`config.mk`:
```
export PLATFORM = sky130hd
export DESIGN_NAME = axi4_lite_regfile_slave
export DESIGN_NICKNAME = d
export VERILOG_FILES = /design/src/rtl/axi4_lite_pkg.sv /design/src/rtl/axi4_lite_reg_bank.sv /design/src/rtl/axi4_lite_regfile_slave.sv
export SDC_FILE = /design/constraint.sdc
export NUM_CORES = 1
export LEC_CHECK = 0
export CORE_MARGIN = 2
export CORE_UTILIZATION = 55
export CTS_BUF_LIST = sky130_fd_sc_hd__clkbuf_8
export DETAILED_ROUTE_END_ITERATION = 16
export PLACE_DENSITY = 0.78
export SLEW_MARGIN = 10
export SYNTH_ARGS = -nofsm -noshare
export SYNTH_HDL_FRONTEND = slang
export SYNTH_SLANG_ARGS = --single-unit
```
`constraint.sdc`:
```
create_clock -name clk -period 2.3 [get_ports clk]
set_input_delay 0.46 -clock clk [delete_from_list [all_inputs] [get_ports clk]]
set_output_delay 0.46 -clock clk [all_outputs]
set_load 0.1 [all_outputs]
```
`src/rtl/axi4_lite_pkg.sv`:
```
// Shared AXI4-Lite definitions used by both the master and the slave side.
//   resp_t      : 2-bit B/R channel response code
//   RESP_OKAY   : normal access completed
//   RESP_SLVERR : access rejected by the slave (bad address or read-only target)
package axi4_lite_pkg;

  typedef logic [1:0] resp_t;

  localparam resp_t RESP_OKAY   = 2'b00;
  localparam resp_t RESP_SLVERR = 2'b10;

endpackage

```
`src/rtl/axi4_lite_reg_bank.sv`:
```
// Register storage for the AXI4-Lite slave.
//   clk, rst  : clock, synchronous active-high reset (clears regs 1..NUM_REGS-1)
//   i_we      : commit a write this edge (caller guarantees i_widx != 0)
//   i_widx    : register index written
//   i_wdata   : write data
//   i_wstrb   : byte enables, bit b selects i_wdata[8b+7:8b]
//   i_ridx    : register index read (combinational)
//   o_rdata   : read data; index 0 always returns ID_VALUE
module axi4_lite_reg_bank #(
  parameter int                      DATA_WIDTH = 32,
  parameter int                      NUM_REGS   = 8,
  parameter int                      IDX_W      = $clog2(NUM_REGS),
  parameter logic [DATA_WIDTH-1:0]   ID_VALUE   = 32'hA11E_0001
) (
  input  logic                      clk,
  input  logic                      rst,
  input  logic                      i_we,
  input  logic [IDX_W-1:0]          i_widx,
  input  logic [DATA_WIDTH-1:0]     i_wdata,
  input  logic [DATA_WIDTH/8-1:0]   i_wstrb,
  input  logic [IDX_W-1:0]          i_ridx,
  output logic [DATA_WIDTH-1:0]     o_rdata
);

  // Read-side view of every register; entry 0 is the constant ID word.
  logic [DATA_WIDTH-1:0] w_words [NUM_REGS];

  assign w_words[0] = ID_VALUE;

  generate
    for (genvar gi = 1; gi < NUM_REGS; gi++) begin : g_reg
      logic [DATA_WIDTH-1:0] r_word;

      always_ff @(posedge clk) begin
        if (rst) begin
          r_word <= '0;
        end else if (i_we && (i_widx == IDX_W'(gi))) begin
          for (int b = 0; b < DATA_WIDTH/8; b++) begin
            if (i_wstrb[b]) begin
              r_word[8*b +: 8] <= i_wdata[8*b +: 8];
            end
          end
        end
      end

      assign w_words[gi] = r_word;
    end
  endgenerate

  // Combinational read: a read decoded on the same edge as a write sees the old value.
  assign o_rdata = w_words[i_ridx];

endmodule

```
`src/rtl/axi4_lite_regfile_slave.sv`:
```
// AXI4-Lite slave terminating AW/W/B/AR/R in a small register file.
//   clk, rst                         : clock, synchronous active-high reset
//   awaddr/awvalid/awready           : write address channel
//   wdata/wstrb/wvalid/wready        : write data channel
//   bresp/bvalid/bready              : write response channel
//   araddr/arvalid/arready           : read address channel
//   rdata/rresp/rvalid/rready        : read data channel
// Reg 0 is a read-only ID, the rest are byte-strobed R/W. Misaligned,
// out-of-range and reg-0 writes answer SLVERR.
module axi4_lite_regfile_slave
  import axi4_lite_pkg::*;
#(
  parameter int                    DATA_WIDTH    = 32,
  parameter int                    ADDRESS_WIDTH = 32,
  parameter int                    NUM_REGS      = 8,
  parameter logic [DATA_WIDTH-1:0] ID_VALUE      = 32'hA11E_0001
) (
  input  logic                      clk,
  input  logic                      rst,
  input  logic [ADDRESS_WIDTH-1:0]  awaddr,
  input  logic                      awvalid,
  output logic                      awready,
  input  logic [DATA_WIDTH-1:0]     wdata,
  input  logic [DATA_WIDTH/8-1:0]   wstrb,
  input  logic                      wvalid,
  output logic                      wready,
  output logic [1:0]                bresp,
  output logic                      bvalid,
  input  logic                      bready,
  input  logic [ADDRESS_WIDTH-1:0]  araddr,
  input  logic                      arvalid,
  output logic                      arready,
  output logic [DATA_WIDTH-1:0]     rdata,
  output logic [1:0]                rresp,
  output logic                      rvalid,
  input  logic                      rready
);

  localparam int LSB   = $clog2(DATA_WIDTH/8);
  localparam int IDX_W = $clog2(NUM_REGS);
  localparam logic [ADDRESS_WIDTH:0]   MAP_END  = (ADDRESS_WIDTH+1)'(NUM_REGS*(DATA_WIDTH/8));
  localparam logic [ADDRESS_WIDTH-1:0] LOW_MASK = ADDRESS_WIDTH'((1 << LSB) - 1);

  function automatic logic addr_bad(input logic [ADDRESS_WIDTH-1:0] a);
    return ((a & LOW_MASK) != '0) || ({1'b0, a} >= MAP_END);
  endfunction

  logic                     r_aw_held, r_w_held;
  logic [ADDRESS_WIDTH-1:0] r_awaddr;
  logic [DATA_WIDTH-1:0]    r_wdata;
  logic [DATA_WIDTH/8-1:0]  r_wstrb;
  logic                     r_awready, r_wready, r_arready;
  logic                     r_bvalid, r_rvalid;
  resp_t                    r_bresp, r_rresp;
  logic [DATA_WIDTH-1:0]    r_rdata;

  logic                     w_aw_hs, w_w_hs, w_ar_hs, w_commit;
  logic                     w_aw_held_next, w_w_held_next, w_rvalid_next;
  logic                     w_wr_err, w_rd_err;
  logic [IDX_W-1:0]         w_widx, w_ridx;
  logic [DATA_WIDTH-1:0]    w_bank_rdata;

  assign w_aw_hs  = awvalid && r_awready;
  assign w_w_hs   = wvalid && r_wready;
  assign w_ar_hs  = arvalid && r_arready;
  // A held pair only commits once the previous response has left the B channel.
  assign w_commit = r_aw_held && r_w_held && !r_bvalid;

  // Readies are low while their holding slot is full, so capture and commit never coincide.
  assign w_aw_held_next = w_commit ? 1'b0 : (r_aw_held || w_aw_hs);
  assign w_w_held_next  = w_commit ? 1'b0 : (r_w_held || w_w_hs);
  assign w_rvalid_next  = w_ar_hs || (r_rvalid && !rready);

  assign w_widx   = r_awaddr[LSB +: IDX_W];
  assign w_ridx   = araddr[LSB +: IDX_W];
  assign w_wr_err = addr_bad(r_awaddr) || (w_widx == '0);
  assign w_rd_err = addr_bad(araddr);

  axi4_lite_reg_bank #(
    .DATA_WIDTH (DATA_WIDTH),
    .NUM_REGS   (NUM_REGS),
    .IDX_W      (IDX_W),
    .ID_VALUE   (ID_VALUE)
  ) u_bank (
    .clk     (clk),
    .rst     (rst),
    .i_we    (w_commit && !w_wr_err),
    .i_widx  (w_widx),
    .i_wdata (r_wdata),
    .i_wstrb (r_wstrb),
    .i_ridx  (w_ridx),
    .o_rdata (w_bank_rdata)
  );

  always_ff @(posedge clk) begin
    if (rst) begin
      r_aw_held <= 1'b0;
      r_w_held  <= 1'b0;
      r_awaddr  <= '0;
      r_wdata   <= '0;
      r_wstrb   <= '0;
      r_awready <= 1'b0;
      r_wready  <= 1'b0;
      r_arready <= 1'b0;
      r_bvalid  <= 1'b0;
      r_bresp   <= RESP_OKAY;
      r_rvalid  <= 1'b0;
      r_rresp   <= RESP_OKAY;
      r_rdata   <= '0;
    end else begin
      r_aw_held <= w_aw_held_next;
      r_w_held  <= w_w_held_next;
      r_awready <= !w_aw_held_next;
      r_wready  <= !w_w_held_next;
      r_arready <= !w_rvalid_next;

      if (w_aw_hs) r_awaddr <= awaddr;
      if (w_w_hs) begin
        r_wdata <= wdata;
        r_wstrb <= wstrb;
      end

      if (w_commit) begin
        r_bvalid <= 1'b1;
        r_bresp  <= w_wr_err ? RESP_SLVERR : RESP_OKAY;
      end else if (r_bvalid && bready) begin
        r_bvalid <= 1'b0;
      end

      if (w_ar_hs) begin
        r_rvalid <= 1'b1;
        r_rdata  <= w_rd_err ? '0 : w_bank_rdata;
        r_rresp  <= w_rd_err ? RESP_SLVERR : RESP_OKAY;
      end else if (r_rvalid && rready) begin
        r_rvalid <= 1'b0;
      end
    end
  end

  assign awready = r_awready;
  assign wready  = r_wready;
  assign arready = r_arready;
  assign bvalid  = r_bvalid;
  assign bresp   = r_bresp;
  assign rvalid  = r_rvalid;
  assign rdata   = r_rdata;
  assign rresp   = r_rresp;

endmodule

```
Word level (Yosys, flattened, before mapping)
Cells that the tools add are included.

Register bits after elaboration: 335. Output and inout port bits: 41. Word-level logic and storage cells: 125.

Order comparisons: 3. Equal/unequal tests: 7. Muxes and demuxes: 12. Bitwise gates (word level): 1. Reductions and logical operators: 61.

Operators with widths (number): $bmux 32 s3 (1); $mux 32 (3); $ge 32x6->1 const B (2); $reduce_bool 32->1 (2); $reduce_and 2->1 (28); $logic_and 1x1->1 (16); $eq 3x3->1 const B (4); $eq 3x2->1 const B (2); $logic_not 1->1 (6); $logic_or 1x1->1 (6); $mux 1 (6); $ge 4x4->1 const B (1); $mux 2 (2); $not 3->4 (1); $reduce_bool 2->1 (2); $eq 3x1->1 const B (1); $logic_not 3->1 (1).

Longest topological paths before layout
Depth in word-level cells: 7. Mapped depth: 7.

Modules after synthesis
A second synthesis with hierarchy kept.

Cell total of the unflattened synthesis: 1492. Area total of the unflattened synthesis: 15083.2 um^2.

Modules (own cells, without submodules): axi4_lite_reg_bank (times used 1, cells each 990, area each 10607.7 um^2, seq. area each 4484.3 um^2); axi4_lite_regfile_slave (times used 1, cells each 502, area each 4475.5 um^2, seq. area each 2182.1 um^2).

Least setup slack after synthesis
Ideal clock, no wire load.

Kind: reg-to-reg. From: reg r_arready, in the netlist arready. To: reg r_rdata[10], in the netlist rdata[10]. Data arrival time: 2223 ps. Required time: 2230 ps. Slack: 7 ps. Stages on the path, launching flop included: 6. Clock period less this slack: 2293 ps. Cells stage by stage: dfxtp_1 > and4bb_1 > nand4_1 > clkbuf_2 > or4_1 > a21oi_1.

Longest elaborated chain between the ends: 1.

Ends and longest elaborated chain: start, declared (line axi4_lite_regfile_slave.sv:52) `logic r_awready, r_wready, r_arready;`; start signal, assigned (line axi4_lite_regfile_slave.sv:115) `r_arready <= !w_rvalid_next;`; $logic_and 1x1->1 (line axi4_lite_regfile_slave.sv:65) `assign w_ar_hs = arvalid && r_arready;`; end signal, assigned (line axi4_lite_regfile_slave.sv:132) `r_rdata <= w_rd_err ? '0 : w_bank_rdata;`; end, declared (line axi4_lite_regfile_slave.sv:55) `logic [DATA_WIDTH-1:0] r_rdata;`.

Every way passes these cells. A chain may end at the register's enable or synchronous reset.

Final worst setup path
From: reg r_awaddr[31]. To: reg u_bank.g_reg[2].r_word[9].

Longest elaborated chain between the ends: 7.

Ends and longest elaborated chain: start, declared (line axi4_lite_regfile_slave.sv:49) `logic [ADDRESS_WIDTH-1:0] r_awaddr;`; start signal, assigned (line axi4_lite_regfile_slave.sv:117) `if (w_aw_hs) r_awaddr <= awaddr;`; $ge 32x6->1 (line axi4_lite_regfile_slave.sv:45) `return ((a & LOW_MASK) != '0) || ({1'b0, a} >= MAP_END);`; $logic_or 1x1->1 (line axi4_lite_regfile_slave.sv:45); $logic_or 1x1->1 (line axi4_lite_regfile_slave.sv:76) `assign w_wr_err = addr_bad(r_awaddr) || (w_widx == '0);`; $logic_not 1->1 (line axi4_lite_regfile_slave.sv:87) `.i_we (w_commit && !w_wr_err),`; $logic_and 1x1->1 (line axi4_lite_regfile_slave.sv:87); $logic_and 1x1->1 (line axi4_lite_reg_bank.sv:37) `end else if (i_we && (i_widx == IDX_W'(gi))) begin`; $reduce_and 2->1 (no source line); end signal, assigned by index (line axi4_lite_reg_bank.sv:40) `r_word[8*b +: 8] <= i_wdata[8*b +: 8];`; end, declared (line axi4_lite_reg_bank.sv:32) `logic [DATA_WIDTH-1:0] r_word;`.

Every way passes these cells.

==> results.json <==
{
  "status": "finished clean",
  "synth_flop_cell": "dfxtp_1",
  "power_density_nw_per_um2": 676,
  "endpoint": "u_bank.g_reg[2].r_word[9]$_SDFFE_PP0P_",
  "syn2layout_area_growth_pct": 21.6,
  "drc": 0,
  "cp_max_fo": 17,
  "grt_pass1_wl_um": 61200,
  "yosys_register_bits": 333,
  "grt_max_degree": 49,
  "clk_pin_slew_worst_paths_ps": 60,
  "drtIter0Drc": 640,
  "finalCriticalPeriod_ps": 2280,
  "synthesis.area_um2": 14900,
  "ys_async_sr_fraction_pct": 0,
  "worstReg2RegStart": "r_awaddr[31]$_SDFFE_PP0P_",
  "crit_type": "flip-flop to flip-flop",
  "fp.dieH_um": 169,
  "dr_total_vias": 11700,
  "fp.dieW_um": 169,
  "finalMaxSlewViolations": 0,
  "syn_area_per_cell_um2": 9.84,
  "first_pass_iters": 5,
  "grt_pass1_vias": 11800,
  "cp.required_ps": 2780,
  "synth_edf_count": 0,
  "synthCells": 1513,
  "clk_latency_ps": 580,
  "wl_per_cell_um": 18.4,
  "ir_worst_vdd_mv": 0.481,
  "gr-total-overflow": 0,
  "cts_setup_buffers": 0,
  "cts_made_buffers": 55,
  "drive_above_1_share_pct": 17.9,
  "r2r_cells": 5,
  "gp_congestion": 0.830,
  "finalCritPeriodShare_pct": 99.2,
  "postRouteAntennaNets": 0,
  "skew_ps": 17.5,
  "io_buffers": 145,
  "yosysSeqAreaShare_pct": 44.8,
  "cp-start-kind": "flip-flop",
  "num_rows": 60,
  "ctsHtreeMaxLevel": 2,
  "synthDistinctLibCells": 37,
  "end_kind": "flip-flop",
  "nNetsFinal": 1797,
  "start_util_pct": 55.7,
  "final_util_pct": 67.7,
  "rsz0062_at_grt": "no",
  "track_usage_pct": 26.7,
  "clockBufferDepth": 3,
  "setup_viol": 0,
  "n_antenna_cell": 0,
  "fmax_mhz": 438,
  "hold_viol": 0,
  "antenna_found_initial": 0,
  "hp-class": "input port to flip-flop",
  "ctsResizeCount": 0,
  "fp.coreArea_um2": 26700,
  "root_buffer": "clkbuf_8",
  "drt-total-wl_um": 38000,
  "r2r_setup_slack_ps": 20,
  "arrival_ps": 2760,
  "via_per_inst": 5.66,
  "io_pins": 148,
  "maxCapViolCount": 0,
  "cts_tree": "yes",
  "worstSetupStartpoint": "r_awaddr[31]$_SDFFE_PP0P_",
  "dp_hpwl_um": 25200,
  "fin_hold_ws_ps": 287,
  "leakage_nw": 8.00,
  "clock_sinks": 333,
  "cts-hold-fix-buffers": 0,
  "nFillCells": 2080,
  "ys.warnings.count": 0,
  "reg2reg_to": "u_bank.g_reg[2].r_word[9]$_SDFFE_PP0P_",
  "dieArea_um2": 28400
}
==> area by class of cell <==
cell class / instances / area [µm²] / share of cell area, %
Clock buffer: 72 / 991 / 5.48
Clock inverter: 23 / 119 / 0.657
Inverter: 9 / 33.8 / 0.187
Multi-Input combinational cell: 1064 / 7710 / 42.6
Sequential cell: 333 / 6670 / 36.8
Tap cell: 341 / 427 / 2.36
Timing Repair Buffer: 227 / 2150 / 11.9
==> sequential cells by signal, summed over array words and instances (netlist names) <==
register	count
r_wstrb	4
wready	1
r_aw_held	1
u_bank.g.r_word	224
rresp	1
r_wdata	32
rdata	32
r_w_held	1
bresp	1
awready	1
bvalid	1
r_awaddr	32
arready	1
rvalid	1
==> critical path, cell delays in order, from the launching register on <==
cell and delay (ps):
dfxtp_1 310, nor4_1 410, and4_2 600, buf_4 260, nand4_4 270, mux2i_1 310
==> cell usage after synthesis, types with 5 or more instances <==
| library cell | number | share of area, % |
|---|---|---|
| buf_4 | 7 | 0.35 |
| nor3_1 | 5 | 0.17 |
| buf_1 | 10 | 0.25 |
| a221oi_1 | 32 | 1.9 |
| a21oi_1 | 103 | 3.5 |
| nor4_1 | 8 | 0.34 |
| inv_1 | 9 | 0.23 |
| nand4_2 | 15 | 1.3 |
| nor2_1 | 34 | 0.86 |
| dfxtp_1 | 333 | 45 |
| or4_1 | 24 | 1.2 |
| nand2b_1 | 266 | 11 |
| nand2_1 | 179 | 4.5 |
| mux2_2 | 71 | 5.4 |
| mux2i_1 | 248 | 17 |
| clkbuf_1 | 61 | 1.5 |
| o211ai_1 | 8 | 0.40 |
| o22ai_1 | 32 | 1.3 |
| buf_2 | 23 | 0.77 |
| and4_1 | 6 | 0.35 |
| nand4_4 | 10 | 1.4 |
==> cell families (layout without fill, tap and decap cells) <==
family,count (synthesis),after routing,share of synthesized area [%]
AND/OR/NAND/NOR,563,563,22.2
flip-flops,333,333,44.8
multiplexers,320,320,22.1
AO/OA/AOI/OAI,179,179,7.33
buffers and inverters,117,331,3.51
other,1,2,0.0252
==> worst min-delay path by stage <==
stage	startpoint	end	cells past startpoint
floorplan	r_awaddr[28]$_SDFFE_PP0P_	r_awaddr[28]$_SDFFE_PP0P_	2
global placement	r_wdata[27]$_SDFFE_PP0P_	r_wdata[27]$_SDFFE_PP0P_	2
detailed placement	r_awaddr[8]$_SDFFE_PP0P_	r_awaddr[8]$_SDFFE_PP0P_	2
CTS	rst	r_wdata[14]$_SDFFE_PP0P_	2
global route	rst	r_wdata[14]$_SDFFE_PP0P_	2
finish	rst	r_wdata[14]$_SDFFE_PP0P_	2
==> layer usage <==
layer,up-vias,track usage (%),share of wire [%]
met1,5714,33.9,43
met3,85,4.28,5.0
met4,0,10.7,3.2
li1,5616,-,-
met5,-,0,0
met2,294,45.6,49
==> stage by stage <==
step | TNS, ps | area, µm² | setup WS (ps) | power (mW) | instances
floorplan | 0 | 14900 | 6.80 | 6.67 | 1514
detailed placement | -1330 | 17000 | -99.3 | 7.14 | 1974
global placement | -1170 | 17000 | -56.6 | 7.12 | 1974
CTS | 0 | 18100 | 40.8 | 12.3 | 2069
finish | 0 | 18100 | 19.3 | 12.2 | 2069
global route | 0 | 18100 | 18.1 | 12.6 | 2069
==> power by group <==
| part | total, mW | internal [mW] | switching, mW | leakage [nW] |
|---|---|---|---|---|
| Clock | 5.21 | 2.88 | 2.32 | 0.642 |
| Sequential | 5.88 | 5.84 | 0.0438 | 2.69 |
| Combinational | 1.14 | 0.504 | 0.639 | 4.67 |
| Total | 12.2 | 9.23 | 3.01 | 8.00 |
==> layout by cell type, fill, tap and decap left out, types with 2 or more instances in the layout <==
cell type,Yosys,routed
a221oi_1,32,32
nor2b_1,3,3
buf_2,23,2
and4_2,1,3
o21ba_2,2,2
conb_1,1,2
dfxtp_1,333,333
nor2_1,34,34
buf_12,0,15
and4_1,6,4
o22ai_1,32,32
clkinv_2,0,5
nand4_4,10,10
clkbuf_8,0,73
nand2_1,179,179
nand4_1,2,2
buf_4,7,106
o211ai_1,8,8
or4_1,24,24
mux2i_1,248,248
nand2b_1,266,266
clkdlybuf4s50_1,0,103
mux2_2,71,71
nor4_2,4,4
nand4_2,15,15
inv_1,9,26
nor4_1,8,8
a21oi_1,103,103
nor3_1,5,5
Power figures use the tool's default switching activity.
